$ cat src/rtl/fifo_ctrl.sv
// Pointer and flag controller for a single-clock show-ahead FIFO built around a
// dual-port RAM with an asynchronous read port; carries control only, no data.
module fifo_ctrl #(
    parameter int AWIDTH       = 4,
    parameter int ALMOST_FULL  = 12,
    parameter int ALMOST_EMPTY = 2
) (
    input  logic              clk_i,
    input  logic              rst_n_i,
    input  logic              wrreq_i,
    input  logic              rdreq_i,
    output logic              ram_wren_o,
    output logic [AWIDTH-1:0] ram_wrpntr_o,
    output logic [AWIDTH-1:0] ram_rdpntr_o,
    output logic              empty_o,
    output logic              full_o,
    output logic [AWIDTH:0]   usedw_o,
    output logic              almost_full_o,
    output logic              almost_empty_o,
    output logic              ovf_o,
    output logic              udf_o
);

    localparam logic [AWIDTH:0] DEPTH  = (AWIDTH+1)'(2**AWIDTH);
    localparam logic [AWIDTH:0] AF_LVL = (AWIDTH+1)'(ALMOST_FULL);
    localparam logic [AWIDTH:0] AE_LVL = (AWIDTH+1)'(ALMOST_EMPTY);

    logic [AWIDTH:0] wrPtr_q, wrPtr_d;
    logic [AWIDTH:0] rdPtr_q, rdPtr_d;
    logic [AWIDTH:0] usedw_q, usedw_d;
    logic            empty_q, full_q;
    logic            almostFull_q, almostEmpty_q;
    logic            ovf_q, udf_q;
    logic            wrAcc, rdAcc;

    // Acceptance looks only at the registered flags, so a full FIFO never
    // writes through and an empty one never reads through.
    always_comb begin
        wrAcc   = wrreq_i & ~full_q;
        rdAcc   = rdreq_i & ~empty_q;
        wrPtr_d = wrPtr_q + {{AWIDTH{1'b0}}, wrAcc};
        rdPtr_d = rdPtr_q + {{AWIDTH{1'b0}}, rdAcc};
        usedw_d = wrPtr_d - rdPtr_d;
    end

    always_ff @(posedge clk_i or negedge rst_n_i) begin
        if (!rst_n_i) begin
            wrPtr_q       <= '0;
            rdPtr_q       <= '0;
            usedw_q       <= '0;
            empty_q       <= 1'b1;
            full_q        <= 1'b0;
            almostFull_q  <= 1'b0;
            almostEmpty_q <= 1'b1;
            ovf_q         <= 1'b0;
            udf_q         <= 1'b0;
        end else begin
            wrPtr_q       <= wrPtr_d;
            rdPtr_q       <= rdPtr_d;
            usedw_q       <= usedw_d;
            empty_q       <= (usedw_d == '0);
            full_q        <= (usedw_d == DEPTH);
            almostFull_q  <= (usedw_d >= AF_LVL);
            almostEmpty_q <= (usedw_d <= AE_LVL);
            ovf_q         <= wrreq_i & full_q;
            udf_q         <= rdreq_i & empty_q;
        end
    end

    // Gate with reset so the RAM cannot be written while the pointers are held.
    assign ram_wren_o     = wrAcc & rst_n_i;
    assign ram_wrpntr_o   = wrPtr_q[AWIDTH-1:0];
    assign ram_rdpntr_o   = rdPtr_q[AWIDTH-1:0];
    assign empty_o        = empty_q;
    assign full_o         = full_q;
    assign usedw_o        = usedw_q;
    assign almost_full_o  = almostFull_q;
    assign almost_empty_o = almostEmpty_q;
    assign ovf_o          = ovf_q;
    assign udf_o          = udf_q;

endmodule
$ cat config.mk
export PLATFORM = sky130hd
export DESIGN_NAME = fifo_ctrl
export DESIGN_NICKNAME = d
export VERILOG_FILES = /design/src/rtl/fifo_ctrl.sv
export SDC_FILE = /design/constraint.sdc
export NUM_CORES = 1
export LEC_CHECK = 0
export BUFFER_PORTS_ARGS = -buffer_cell sky130_fd_sc_hd__buf_2
export CAP_MARGIN = 20
export CELL_PAD_IN_SITES_DETAIL_PLACEMENT = 0
export CELL_PAD_IN_SITES_GLOBAL_PLACEMENT = 1
export CORE_ASPECT_RATIO = 1.75
export CORE_MARGIN = 4
export CORE_UTILIZATION = 44
export CTS_CLUSTER_SIZE = 16
export DETAILED_ROUTE_END_ITERATION = 7
export PLACE_DENSITY = 0.82
export RECOVER_POWER = 50
export SLEW_MARGIN = 20
export SYNTH_ARGS = -nofsm -noshare
export SYNTH_HDL_FRONTEND = slang
export SYNTH_SLANG_ARGS = --single-unit
$ cat constraint.sdc
create_clock -name clk_i -period 7.15 [get_ports clk_i]
set_input_delay 1.0725 -clock clk_i [delete_from_list [all_inputs] [get_ports clk_i]]
set_output_delay 1.0725 -clock clk_i [all_outputs]
set_load 0.005 [all_outputs]
==> flow_metrics.py <==
metrics = {
    "clock_tree": {
        "clk_pin_slew_ns": 0.11,
        "hold_buffers": 0,
        "clock_latency_ns": 0.29,
        "post_cts_buffers": 0,
        "cts_tree": "yes",
        "cts_max_path_buffers": 2,
        "h-tree-depth": 1,
        "root_buffer": "clkbuf_4",
        "numCtsBuffers": 3,
        "post_cts_resized": 0,
        "cts_sinks": 21,
    },
    "critical_path": {
        "cp.required_ns": 6.08,
        "max_stage_delay_ns": 0.79,
        "startpoint_type": "input pin",
        "cp_num_buf_inv": 2,
        "endpoint_kind": "primary output",
        "crit_family": "buffers and inverters",
        "critPathMaxFanout": 22,
        "crit_arrival_ns": 2.22,
        "crit_type": "input pin to primary output",
        "crit_chain": "clkbuf_1, and2_1, buf_2",
        "slowest_stage": "clkbuf_1",
    },
    "floorplanning": {
        "die_height_um": 71.4,
        "initial_core_util_pct": 47.0,
        "ios": 24,
        "dieArea_um2": 3160,
        "rows": 22,
        "die_width_um": 44.2,
        "coreArea_um2": 2150,
    },
    "synthesis": {
        "ys_types": 23,
        "synth_nets": 89,
        "synth_edf_count": 0,
        "ys.flop_type": "dfrtp_1",
        "syn_area_um2": 1010,
        "synthCells": 76,
        "synth_area_leader_cell": "dfrtp_1",
        "synth-seq-cells": 21,
        "yosysSeqAreaShare_pct": 52.3,
        "async_flop_share_pct": 100,
        "netlist_top_cells_area": "dfrtp_1, ha_1, xnor2_1",
        "yosysTopAreaCellShare_pct": 47.1,
        "synth_area_per_cell_um2": 13.3,
        "ys_warn_count": 0,
    },
    "final_layout": {
        "num_antenna_cells": 0,
        "layout_commonest_cell": "buf_2",
        "layout_common_cells": "buf_2, dfrtp_1, inv_1, ha_1, xnor2_1",
        "num-fill-cells": 212,
        "area_growth_pct": 10.8,
        "drive_gt1_share_pct": 33.7,
        "nets": 109,
    },
    "global_routing": {
        "grt_pass1_wl_um": 2900,
        "grtUsageTotal_pct": 12.4,
        "antenna_found_initial": 0,
        "overflow": 0,
        "grt_max_degree": 23,
        "first_global_vias": 645,
    },
    "sta": {
        "rsz0062_at_grt": "no",
        "fin_tns_setup_ns": 0,
        "slew_headroom_pct": 26.5,
        "holdWs_ns": 0.499,
        "finClkSkew_ns": 0.00225,
        "worst_pin_slew_ns": 1.10,
        "period_needed_ns": 3.29,
        "finalHoldViolations": 0,
        "setup_violations": 0,
        "clock.fmax_ghz": 0.304,
        "slew_viol_final": 0,
        "period_share_pct": 46.0,
    },
    "drt": {
        "wl_um": 1580,
        "postRouteAntennaNets": 0,
        "num_vias": 563,
        "first_iter_violations": 3,
        "dr.pass1.iters": 3,
        "drc": 0,
        "via_per_inst": 4.73,
        "post_drt_wl_per_cell_um": 13.3,
    },
    "job": {
        "max_cap_violations": 0,
    },
    "place": {
        "port-buffer-count": 23,
        "gp_congestion": 0.763,
        "dp_hpwl_um": 1300,
    },
    "min_path": {
        "hp-class": "flip-flop to flip-flop",
    },
    "outcome": {
        "status": "completed",
    },
}
==> flip-flops by register name, indices dropped and copies added (netlist names) <==
register and count:
full_o 1, udf_o 1, almost_empty_o 1, usedw_o 5
ovf_o 1, almost_full_o 1, rdPtr_q 5, empty_o 1
wrPtr_q 5
==> Yosys cell counts, types with 2 or more instances <==
library cell and count:
and2_1 4, buf_4 8, a21o_1 2, ha_1 8, dfrtp_1 19, nand3_1 2
nor2b_1 2, inv_1 9, dfstp_2 2, xnor2_1 7
==> worst reg2reg max path: cells and delay by family, from the launching register on <==
kind                       cells  cell delay (ns)
AOI/OAI and AO/OA              3             0.70
xor gates and xnor gates       2             0.65
adders and majority gates      3             0.69
DFF                            1             0.40
and+or+nand+nor                1             0.19
==> metrics by stage <==
stage	setup WS, ns	utilization [%]	cell area [um^2]	instances
after floorplan	3.93	-	1010	76
after global placement	3.70	51.0	1090	115
after detailed placement	3.63	51.0	1090	115
after CTS	3.94	52.2	1120	119
after global routing	3.63	52.1	1120	119
final	3.86	52.1	1120	119
==> layout make-up <==
type / count / area, um^2 / area share (%)
clock buffer: 4 / 26.3 / 2.35
timing repair buffer: 23 / 113 / 10.1
tap: 24 / 30.0 / 2.68
inverter: 9 / 33.8 / 3.02
multi-input combinational: 38 / 388 / 34.7
sequential: 21 / 528 / 47.2
==> cell families after synthesis <==
group	Yosys count	share of synthesized area (%)
DFF	21	52.3
buffers and inverters	17	9.29
and+or+nand+nor	14	9.29
xor gates and xnor gates	10	11.0
adders and majority gates	9	11.9
AOI/OAI and AO/OA	5	6.19
==> per-layer routing <==
metal  share of wire [%]  up-vias  global-route usage (%)
li1                    -      276                       -
met3                 3.2        2                    1.51
met4                 1.1        0                    6.04
met1                  37      273                    15.6
met2                  58       12                    20.3
met5                   0        -                       0
==> final timing paths <==
| kind | end | slack [ns] | cells past startpoint | from |
|---|---|---|---|---|
| max | ram_wren_o | 3.86 | 3 | rst_n_i |
| min reg2reg | rdPtr_q[4] | 0.50 | 1 | rdPtr_q[4] |
| max reg2reg | almost_empty_o | 4.42 | 9 | full_o |
| min | rdPtr_q[4] | 0.50 | 1 | rdPtr_q[4] |
| min in group asynchronous | usedw_o[0] | 0.95 | 1 | rst_n_i |
| max in group asynchronous | wrPtr_q[2] | 5.54 | 1 | rst_n_i |
Power is not shown: default switching activity piles up to over one toggle a cycle in this logic, so the estimate is an artifact.
